**config.mk**
```make
export PLATFORM = sky130hd
export DESIGN_NAME = alu_arbiter
export DESIGN_NICKNAME = d
export VERILOG_FILES = /design/src/rtl/alu_arbiter.sv
export SDC_FILE = /design/constraint.sdc
export NUM_CORES = 1
export LEC_CHECK = 0
export BUFFER_PORTS_ARGS = -buffer_cell sky130_fd_sc_hd__buf_2
export CORE_MARGIN = 2
export CORE_UTILIZATION = 49
export DETAILED_ROUTE_END_ITERATION = 7
export GPL_TIMING_DRIVEN = 1
export PLACE_DENSITY_LB_ADDON = 0.3
export SLEW_MARGIN = 20
export SYNTH_ARGS = -nofsm -noshare
export SYNTH_HDL_FRONTEND = slang
export SYNTH_SLANG_ARGS = --single-unit
```
**constraint.sdc**
```tcl
create_clock -name clk -period 2.2 [get_ports clk]
set_clock_uncertainty 0.15 [all_clocks]
set_input_delay 0.22 -clock clk [delete_from_list [all_inputs] [get_ports clk]]
set_output_delay 0.22 -clock clk [all_outputs]
set_load 0.05 [all_outputs]
```
**src/rtl/alu_arbiter.sv**
```systemverilog
// Two-requester front end for a shared combinational ALU: round-robin arbitration,
// operand registers, and result/flag capture in an IDLE -> EXEC -> DONE sequence.
module alu_arbiter #(
   parameter int n = 3
) (
   input  logic         clk,
   input  logic         rst,
   input  logic         req0,
   input  logic         req1,
   input  logic [n-1:0] a0,
   input  logic [n-1:0] b0,
   input  logic [n-1:0] a1,
   input  logic [n-1:0] b1,
   input  logic [3:0]   ctrl0,
   input  logic [3:0]   ctrl1,
   input  logic         setf0,
   input  logic         setf1,
   output logic         gnt0,
   output logic         gnt1,
   output logic         done0,
   output logic         done1,
   output logic         busy,
   output logic [n-1:0] alu_a,
   output logic [n-1:0] alu_b,
   output logic [3:0]   alu_ctrl,
   input  logic [n-1:0] alu_result,
   input  logic         alu_z,
   input  logic         alu_n,
   input  logic         alu_v,
   input  logic         alu_c,
   output logic [n-1:0] result_q,
   output logic [3:0]   flags_q
);

   typedef enum logic [1:0] {
      IDLE = 2'd0,
      EXEC = 2'd1,
      DONE = 2'd2
   } state_t;

   state_t state_q;
   logic   last_q;    // 1 = requester 1 won the previous arbitration
   logic   winner_q;  // requester owning the in-flight operation
   logic   setf_q;
   logic   winner_d;

   // On a tie the requester that did not win last time goes first.
   assign winner_d = (req0 && req1) ? ~last_q : req1;

   always_ff @(posedge clk) begin
      if (rst) begin
         state_q  <= IDLE;
         last_q   <= 1'b1;
         winner_q <= 1'b0;
         setf_q   <= 1'b0;
         gnt0     <= 1'b0;
         gnt1     <= 1'b0;
         done0    <= 1'b0;
         done1    <= 1'b0;
         busy     <= 1'b0;
         alu_a    <= '0;
         alu_b    <= '0;
         alu_ctrl <= 4'b0000;
         result_q <= '0;
         flags_q  <= 4'b0000;
      end else begin
         case (state_q)
            IDLE: begin
               if (req0 || req1) begin
                  state_q  <= EXEC;
                  last_q   <= winner_d;
                  winner_q <= winner_d;
                  setf_q   <= winner_d ? setf1 : setf0;
                  alu_a    <= winner_d ? a1 : a0;
                  alu_b    <= winner_d ? b1 : b0;
                  alu_ctrl <= winner_d ? ctrl1 : ctrl0;
                  gnt0     <= ~winner_d;
                  gnt1     <= winner_d;
                  busy     <= 1'b1;
               end
            end
            EXEC: begin
               state_q  <= DONE;
               result_q <= alu_result;
               if (setf_q) begin
                  flags_q <= {alu_n, alu_z, alu_c, alu_v};
               end
               gnt0     <= 1'b0;
               gnt1     <= 1'b0;
               done0    <= ~winner_q;
               done1    <= winner_q;
            end
            DONE: begin
               state_q <= IDLE;
               done0   <= 1'b0;
               done1   <= 1'b0;
               busy    <= 1'b0;
            end
            default: begin
               state_q <= IDLE;
               gnt0    <= 1'b0;
               gnt1    <= 1'b0;
               done0   <= 1'b0;
               done1   <= 1'b0;
               busy    <= 1'b0;
            end
         endcase
      end
   end

endmodule

```
After elaboration in Yosys (flattened, before gate mapping)
Index checks and enable logic that the tools add are counted. W data, S select, Z words.

Eq/ne operators: 3. Mux-type cells: 15. Bitwise operators: 5. Reduce and logical (&&, ||, !) cells: 7.

Operators with widths (count): $pmux W1 S2 (5); $reduce_and A2 Y1 (4); $mux W3 (2); $mux W1 (5); $not A1 Y1 (5); $mux W4 (1); $pmux W2 S2 (1); $eq A2 B1 Y1 const B (1); $eq A2 B2 Y1 const B (1); $logic_not A2 Y1 (1); $mux W2 (1); $ne A2 B2 Y1 const B (1); $logic_and A1 B1 Y1 (1); $logic_or A1 B1 Y1 (1).

Flip-flop bits (word level): 27. Logic and storage cells: 44.

Longest topological paths before layout
Gate-level depths: netlist (run 1).

Depth in word-level cells: 5. Depth in mapped cells: 5. Depth with buffers taken out: 3.

Worst setup path after synthesis (run 1)
No wires, ideal clock.

Kind: reg2reg. Start: reg state_q[0]. End: reg alu_a[0]. Arrival: 1.051 ns. Slack: 0.868 ns. Cell stages (with the launch flop): 6. Buffers on the path: 2. Clock period less this slack: 1.332 ns. Cells stage by stage: dfxtp_1 -> buf_4 -> or2_4 -> nor2_4 -> buf_6 -> a311oi_2.

Longest elaborated chain between the ends: 2.

RTL lines: start, declared (RTL line 41) `state_t state_q;`; start signal, assigned (RTL line 52) `state_q <= IDLE;`; start signal, assigned (RTL line 70) `state_q <= EXEC;`; start signal, assigned (RTL line 83) `state_q <= DONE;`; $logic_not A2 Y1 (RTL line 67) `case (state_q)`; $reduce_and A2 Y1 (no line); end signal, assigned (RTL line 74) `alu_a <= winner_d ? a1 : a0;`; end, declared (RTL line 23) `output logic [n-1:0] alu_a,`.

No other way between the ends. A chain may end at the register's enable or synchronous reset.

Worst setup path in the final report (run 1)
Start: reg state_q[0]. End: reg setf_q.

Longest elaborated chain between the ends: 2.

RTL lines: $logic_not A2 Y1 (RTL line 67); $reduce_and A2 Y1 (no line); end signal, assigned (RTL line 73) `setf_q <= winner_d ? setf1 : setf0;`; end, declared (RTL line 44) `logic setf_q;`.

No other way between the ends.

==> impl_metrics.tcl, run 1 <==
set metrics [dict create \
    htree_levels 1 \
    cp.depth 3 \
    fin_crit_sh 0.730 \
    max_freq_mhz 622 \
    ys_seq_area_frac 0.444 \
    die_area_sq_um 2900 \
    critPathBufInv 0 \
    grt_pass1_vias 1004 \
    grt_pass1_wl_microns 4260 \
    ios 55 \
    rsz0062_at_grt "no" \
    drtPass1Iterations 4 \
    ir_drop_mv 0.559 \
    synth_top_cell_by_area "dfxtp_1" \
    netlist.area_leader.share 0.444 \
    path_delay_family "simple AND/OR/NAND/NOR gates" \
    cts.sinks 27 \
    gr-total-overflow 0 \
    worst_slew_pin_slew_ns 0.584 \
    hold_path_class "in -> reg" \
    cts_root_buf "clkbuf_4" \
    antenna_found_initial 0 \
    port_buffers 54 \
    outcome "finished clean" \
    via_count 1121 \
    coreArea_sq_um 2410 \
    max_stage_delay_ns 0.50 \
    numCtsBuffers 3 \
    reg2reg_from "state_q[0]" \
    dp_hpwl_microns 1910 \
    syn_nets 158 \
    path_class "reg -> reg" \
    slowest_stage "nor2_2" \
    worst_setup_path_end_kind "flop" \
    cts.clk_slew.worst_paths_ns 0.14 \
    worst-r2r-cell-count 3 \
    chipHeight_microns 53.8 \
    area.growth.synth_to_final_pct 27.0 \
    slew_viol_final 0 \
    path_max_fanout 13 \
    ys_types 28 \
    mappedNetlistArea_sq_um 1220 \
    die_w_microns 53.8 \
    min-delay-start "b0[2]" \
    cp.arrival_ns 1.70 \
    fin_tns_setup_ns 0 \
    drc 0 \
    finalHoldViolations 0 \
    period_needed_ns 1.61 \
    initial_core_util 0.505 \
    clockBufferDepth 2 \
    cap_violations 0 \
    yosys-top-cells-area "dfxtp_1, a311oi_2, mux2i_1, nand2_1, a21oi_1" \
    n_fill_cell 205 \
    finalSetupViolCount 0 \
    gp_congestion 0.687 \
    avgRoutedWirePerCell_microns 13.4 \
    viasPerCell 5.34 \
    antennaDiodeCount 0 \
    wl_microns 2820 \
    power.density_nw_per_um2 722 \
    num_rows 18 \
    synth_seq_cells 27 \
    start_kind "flop" \
    grt_max_degree 29 \
    clk_latency_ns 0.32 \
    cp_cell_sequence "nor2_2, a21oi_1, a311oi_2" \
    final_util 0.642 \
    drt.antenna.violating_nets 0 \
    relSlewSlack 0.610 \
    drive_gt1_frac 0.394 \
    cts_tree "yes" \
    nets 214 \
    drt_iter0_drc 32 \
    syn_area_per_cell_sq_um 9.74 \
    grt.total_usage 0.202 \
    critPathRequiredTime_ns 2.29 \
    post-cts-setup-buffers 0 \
    whs_path_depth 3 \
    crit_start "state_q[0]" \
    synth_warnings 0 \
    p_leak_nw 0.738 \
    syn_inst 125 \
]
-- final timing paths --
check	to	slack, ns
worst max-delay path	setf_q	0.59
worst min-delay path	alu_b[2]	0.02
worst max register to register	setf_q	0.59
worst min register to register	flags_q[2]	0.36
-- area by class of cell --
type	count	area, sq um	share of cell area
inverters	2	7.51	0.00485
clock buffers	4	26.3	0.0170
repair buffers	61	340	0.220
well taps	30	37.5	0.0243
flip-flops and latches	27	541	0.350
multi-input cells	86	594	0.384
-- timing repair --
item	CTS	global route
hold buffers	7	0
hold endpoints to repair	7	0
gates resized for setup	0	0
-- flip-flops by register name, summed over array words and instances, names as in the netlist --
signal,count
alu_a,3
alu_b,3
alu_ctrl,4
busy,1
done0,1
done1,1
flags_q,4
gnt0,1
gnt1,1
last_q,1
result_q,3
setf_q,1
state_q,2
winner_q,1
-- placed cells by master, fill, tap and decap left out, drive strengths merged, types with 2 or more instances in the layout --
master       instances
a2111oi              2
a21oi               14
a311oi              10
buf                 54
clkbuf               4
dfxtp               27
dlygate4sd3          7
inv                  2
mux2i                8
nand2               21
nand2b               2
nor2                12
nor3                 4
or2                  2
or2b                 2
-- stage by stage --
step	cell area, sq um	power, mW	std cells	hold slack, ns	setup slack [ns]
3_5_place_dp	1450	0.906	199	0.313	0.685
4_1_cts	1550	1.12	210	0.0140	0.655
5_1_grt	1550	1.17	210	0.0134	0.547
2_1_floorplan	1220	0.835	125	0.214	0.868
6_report	1550	1.12	210	0.0206	0.593
3_3_place_gp	1450	0.898	199	0.299	0.725
-- per-layer routing --
metal / vias to the layer above / GRT usage / share of wire
met5: - / 0 / 0
met4: 0 / 0.0769 / 0.0085
met3: 4 / 0.0389 / 0.079
met2: 40 / 0.343 / 0.47
met1: 522 / 0.250 / 0.44
li1: 555 / - / -
-- worst register-to-register path: stages, from the launching register on --
cell      delay (ns)
dfxtp_1         0.43
nor2_2          0.50
a21oi_1         0.17
a311oi_2        0.28
-- synth_stat cells --
library cell  instances
a311oi_2             10
nand2b_1              2
dfxtp_1              27
clkbuf_1              1
a2111oi_0             2
nand3b_1              1
and3_1                1
mux2i_1               8
buf_4                 3
nor2_2                1
o32ai_1               1
o21bai_1              1
nor3_1                4
a32oi_1               1
a21boi_4              1
buf_2                 3
a22oi_1               1
or2_1                 1
buf_6                 3
nor2_4                1
a21oi_1              14
nor2_1               10
o21ai_0               1
a21bo_1               1
or2b_1                2
inv_1                 2
or2_4                 1
nand2_1              21
-- kinds of logic after synthesis --
group | count (synthesis) | synth area share
flip-flops | 27 | 0.444
multiplexers | 8 | 0.0658
buffers and inverters | 12 | 0.0678
AND/OR/NAND/NOR | 45 | 0.173
AO/OA/AOI/OAI | 33 | 0.250
-- power by group --
group | internal (mW) | switching (mW) | leakage, nW
sequential | 0.531 | 0.0282 | 0.222
clock | 0.0710 | 0.139 | 0.0150
combinational | 0.114 | 0.233 | 0.501
Note: power is estimated with default switching activity, not from simulation.
==> inputs of run 2 (changes only) <==
--- a/config.mk
+++ b/config.mk
@@ -7,7 +7,7 @@
 export LEC_CHECK = 0
 export BUFFER_PORTS_ARGS = -buffer_cell sky130_fd_sc_hd__buf_2
 export CORE_MARGIN = 2
-export CORE_UTILIZATION = 49
+export CORE_UTILIZATION = 46
 export DETAILED_ROUTE_END_ITERATION = 7
 export GPL_TIMING_DRIVEN = 1
 export PLACE_DENSITY_LB_ADDON = 0.3
==> constraint.sdc (replaced) <==
create_clock -name clk -period 1.5 [get_ports clk]
set_clock_uncertainty 0.15 [all_clocks]
set_input_delay 0.15 -clock clk [delete_from_list [all_inputs] [get_ports clk]]
set_output_delay 0.15 -clock clk [all_outputs]
set_load 0.05 [all_outputs]
==> impl_metrics.tcl, run 2 (synthesized netlist as in run 1, its figures left out) <==
set metrics [dict create \
    outcome "finished clean" \
    cp_cell_sequence "a21boi_4, nand2_1, a311oi_2" \
    cts.clk_slew.worst_paths_ns 0.15 \
    final_util 0.719 \
    ir_drop_mv 0.664 \
    fin_hold_ws_ns 0.0310 \
    wl_microns 3140 \
    drc 0 \
    worstSetupEndpoint "alu_a[1]" \
    grt_pass1_vias 1225 \
    power.density_nw_per_um2 954 \
    gr-total-overflow 0 \
    port_buffers 54 \
    finalSetupViolCount 0 \
    placed_cells 204 \
    finalHoldViolations 0 \
    antennaDiodeCount 0 \
    slew_viol_final 0 \
    die_area_sq_um 3070 \
    fin_tns_setup_ns 0 \
    fin_ws_ns 0.122 \
    cap_violations 0 \
    grt_pass1_wl_microns 5350 \
    wl_met2_microns 1580 \
    rsz0062_at_grt "no" \
    clockBufferDepth 2 \
    avgRoutedWirePerCell_microns 13.4 \
    worst-r2r-cell-count 3 \
    die_w_microns 55.4 \
    initial_core_util 0.487 \
    grt.total_usage 0.212 \
    fin_crit_sh 0.919 \
    place_ws_ns 0.124 \
    coreArea_sq_um 2500 \
    via_count 1193 \
    reg2reg_from "last_q" \
    wl_met1_microns 1420 \
    chipHeight_microns 55.4 \
    min-delay-start "req1" \
    reg2reg_setup_slack_ns 0.12 \
    worst_setup_path_end_kind "flop" \
    fin_cells 235 \
    p_leak_nw 0.851 \
    final_common_cell "buf_2" \
    ios 55 \
    worst_slew_pin_slew_ns 0.441 \
    dp_hpwl_microns 1970 \
    cp.arrival_ns 1.46 \
    final_cell_mix "buf_2, dfxtp_1, dlygate4sd3_1" \
    cts.sinks 27 \
    max_stage_delay_ns 0.39 \
    post-cts-setup-buffers 0 \
    grt_max_degree 24 \
    drive_gt1_frac 0.380 \
    max_freq_mhz 726 \
    path_max_fanout 14 \
    critPathRequiredTime_ns 1.59 \
    viasPerCell 5.08 \
    hold_path_class "in -> reg" \
    reg2reg_to "alu_a[1]" \
    cts_root_buf "clkbuf_4" \
    start_kind "flop" \
    crit_start "last_q" \
    nets 239 \
    htree_levels 1 \
    reg_top3 "alu_ctrl (4), flags_q (4)" \
    cts_tree "yes" \
    antenna_found_initial 0 \
    slowest_stage "dfxtp_1" \
    drt.antenna.violating_nets 0 \
    num_rows 18 \
    period_needed_ns 1.38 \
    drt_iter0_drc 43 \
    wl_met3_microns 130 \
    clk_latency_ns 0.32 \
    numCtsBuffers 3 \
    path_class "reg -> reg" \
    relSlewSlack 0.706 \
    topRoutingLayerUsed "met4" \
    area.growth.synth_to_final_pct 47.7 \
    gp_congestion 0.819 \
    drtPass1Iterations 4 \
]
## run 2: final cells by class
cell class	count	area, sq um
well taps	30	37.5
clock buffers	3	22.5
clock inverters	1	5.00
multi-input cells	86	594
fillers	190	702
inverters	2	7.51
repair buffers	86	591
flip-flops and latches	27	541
## run 2: worst max-delay path, delay by kind of cell (launching register included)
family | cells | cell delay [ns]
flip-flops | 1 | 0.39
AO/OA/AOI/OAI | 2 | 0.64
AND/OR/NAND/NOR | 1 | 0.12
## run 2: worst min path at each step
stage / end / cells past startpoint
after floorplan: flags_q[0] / 2
after global placement: flags_q[1] / 3
after detailed placement: flags_q[0] / 3
after CTS: last_q / 3
after global routing: alu_ctrl[3] / 3
final: last_q / 3
## run 2: repair_timing
action	CTS	global route
hold buffers	27	0
setup endpoints to repair	0	3
hold endpoints to repair	17	0
resized for setup	0	1
## run 2: where the power goes
group          switching [mW]  internal [mW]
Sequential             0.0405          0.779
Combinational           0.357          0.227
Clock                   0.211         0.0997
## run 2: per-stage QoR
stage	power [mW]	cell area (sq um)
after floorplan	1.23	1220
after global placement	1.35	1500
after detailed placement	1.36	1500
after CTS	1.72	1800
after global routing	1.80	1800
final	1.71	1800
## run 2: metal layers
layer,track usage,vias up
met4,0.0592,0
met1,0.259,548
met3,0.0234,2
met2,0.389,38
met5,0,-
li1,-,605
==> inputs of run 3 (changes only) <==
--- a/config.mk
+++ b/config.mk
@@ -5,9 +5,10 @@
 export SDC_FILE = /design/constraint.sdc
 export NUM_CORES = 1
 export LEC_CHECK = 0
+export ABC_AREA = 1
 export BUFFER_PORTS_ARGS = -buffer_cell sky130_fd_sc_hd__buf_2
 export CORE_MARGIN = 2
-export CORE_UTILIZATION = 46
+export CORE_UTILIZATION = 45
 export DETAILED_ROUTE_END_ITERATION = 7
 export GPL_TIMING_DRIVEN = 1
 export PLACE_DENSITY_LB_ADDON = 0.3
==> impl_metrics.tcl, run 3 <==
set metrics [dict create \
    via_count 1230 \
    outcome "finished clean" \
    worst_setup_path_end_kind "flop" \
    mappedNetlistArea_sq_um 1160 \
    rsz0062_at_grt "no" \
    synth_warnings 0 \
    grt_pass1_wl_microns 4330 \
    path_class "reg -> reg" \
    htree_levels 1 \
    syn_inst 166 \
    start_kind "flop" \
    crit_start "last_q" \
    slew_viol_final 0 \
    yosys-top-cells-area "dfxtp_1, nand2_1, nor2_1, inv_1, nand3_1" \
    ctsResizeCount 0 \
    grt.total_usage 0.197 \
    drt_iter0_drc 4 \
    antennaDiodeCount 0 \
    syn_area_per_cell_sq_um 7.01 \
    path_max_fanout 21 \
    hold_path_class "in -> reg" \
    crit_top_cell "nand2_1" \
    die_w_microns 54.9 \
    synth_edf_count 0 \
    fin_crit_sh 0.876 \
    cts_root_buf "clkbuf_4" \
    synthArstFlopShare 0 \
    coreArea_sq_um 2450 \
    worstSetupEndpoint "winner_q" \
    gp_congestion 0.786 \
    initial_core_util 0.474 \
    ir_drop_mv 0.582 \
    path_delay_family "flip-flops" \
    drive_gt1_frac 0.300 \
    fin_tns_setup_ns 0 \
    ys_seq_area_frac 0.465 \
    cts_tree "yes" \
    placed_cells 246 \
    cp.arrival_ns 1.41 \
    syn_nets 199 \
    port_buffers 54 \
    finalSetupViolCount 0 \
    drt.antenna.violating_nets 0 \
    numCtsBuffers 3 \
    yosys-top-cells-count "nand2_1, nor2_1, dfxtp_1" \
    num_rows 18 \
    synth_seq_cells 27 \
    final_cell_mix "buf_2, nand2_1, nor2_1" \
    reg2reg_setup_slack_ns 0.19 \
    avgRoutedWirePerCell_microns 9.69 \
    area.growth.synth_to_final_pct 41.2 \
    worst_slew_pin_slew_ns 0.443 \
    relSlewSlack 0.704 \
    cp.depth 5 \
    grt_max_degree 24 \
    critPathBufInv 1 \
    synth_top_cell_by_area "dfxtp_1" \
    die_area_sq_um 3010 \
    max_freq_mhz 761 \
    antenna_found_initial 0 \
    fin_area_sq_um 1640 \
    reg2reg_from "last_q" \
    chipHeight_microns 54.9 \
    period_needed_ns 1.31 \
    ys_types 18 \
    final_common_cell "buf_2" \
    hold_buffers 17 \
    placed_area_sq_um 1450 \
    power_mw 1.65 \
    finalHoldViolations 0 \
    gr-total-overflow 0 \
    cp_cell_sequence "nand2_1, nand2_2, inv_2, nand2_1, a21oi_1" \
    cts.clk_slew.worst_paths_ns 0.15 \
    cts.sinks 27 \
    clockBufferDepth 2 \
    post-cts-setup-buffers 0 \
    max_stage_delay_ns 0.35 \
    cap_violations 0 \
    clk_latency_ns 0.31 \
    fin_cells 267 \
    nets 271 \
    drc 0 \
    viasPerCell 4.61 \
    ios 55 \
    grt_pass1_vias 1126 \
    drtPass1Iterations 4 \
    slowest_stage "dfxtp_1" \
    power.density_nw_per_um2 1000 \
    reg_top3 "alu_ctrl (4), flags_q (4)" \
    wl_microns 2590 \
    critPathRequiredTime_ns 1.60 \
    dp_hpwl_microns 1850 \
    reg2reg_to "winner_q" \
    worst-r2r-cell-count 5 \
    p_leak_nw 0.864 \
    netlist.area_leader.share 0.465 \
    ys.flop_type "dfxtp_1" \
]
==> run 3: changes by cell type after synthesis, sizes merged, moves of 3 or more <==
cell / change
nor3: -3
nand3: +10
buf: -4
mux2i: -8
a311oi: -10
nand2: +19
a21oi: -5
nor2: +28
inv: +16
o21ai: +13
==> run 3: per-layer routing <==
metal,track usage,part of all wire,wire length [microns]
met1,0.248,0.47,1200
met2,0.339,0.47,1210
met3,0.0328,0.051,132
met4,0.0625,0.018,46
met5,0,0,0
==> run 3: cell families (layout without fill, tap and decap cells) <==
family,Yosys count,after routing,synth area share
compound gates,23,23,0.105
simple gates,91,91,0.323
buf+inv,25,96,0.108
flops,27,27,0.465
==> run 3: layout make-up <==
type | count | area, sq um
flip-flops and latches | 27 | 541
clock buffers | 3 | 22.5
clock inverters | 1 | 5.00
fillers | 230 | 812
repair buffers | 73 | 468
well taps | 30 | 37.5
inverters | 19 | 71.3
multi-input cells | 114 | 498
==> run 3: metrics by stage <==
step	worst slack [ns]	util	hold slack, ns
after floorplan	0.375	-	0.135
after global placement	0.238	0.589	0.228
after detailed placement	0.225	0.589	0.236
after CTS	0.177	0.669	0.00240
after global routing	0.0556	0.669	0.0196
final	0.186	0.669	0.00552
==> run 3: power by group <==
part | switching (mW) | leakage (nW) | internal, mW | total (mW)
sequential | 0.0358 | 0.223 | 0.782 | 0.817
combinational | 0.353 | 0.624 | 0.174 | 0.527
clock | 0.204 | 0.0177 | 0.0995 | 0.304
==> run 3: worst min path at each step <==
stage,startpoint,end,slack [ns],cells after the start
floorplan,alu_result[0],result_q[0],0.13,2
global placement,alu_result[0],result_q[0],0.23,3
detailed placement,alu_result[2],result_q[2],0.24,3
CTS,a0[2],alu_a[2],0.002,5
global route,a0[2],alu_a[2],0.02,5
finish,a0[2],alu_a[2],0.006,5
==> run 3: worst min-delay path: cells and delay by family <==
kind | cells | cell delay (ns)
buffers and inverters | 2 | 0.13
AND/OR/NAND/NOR | 3 | 0.17
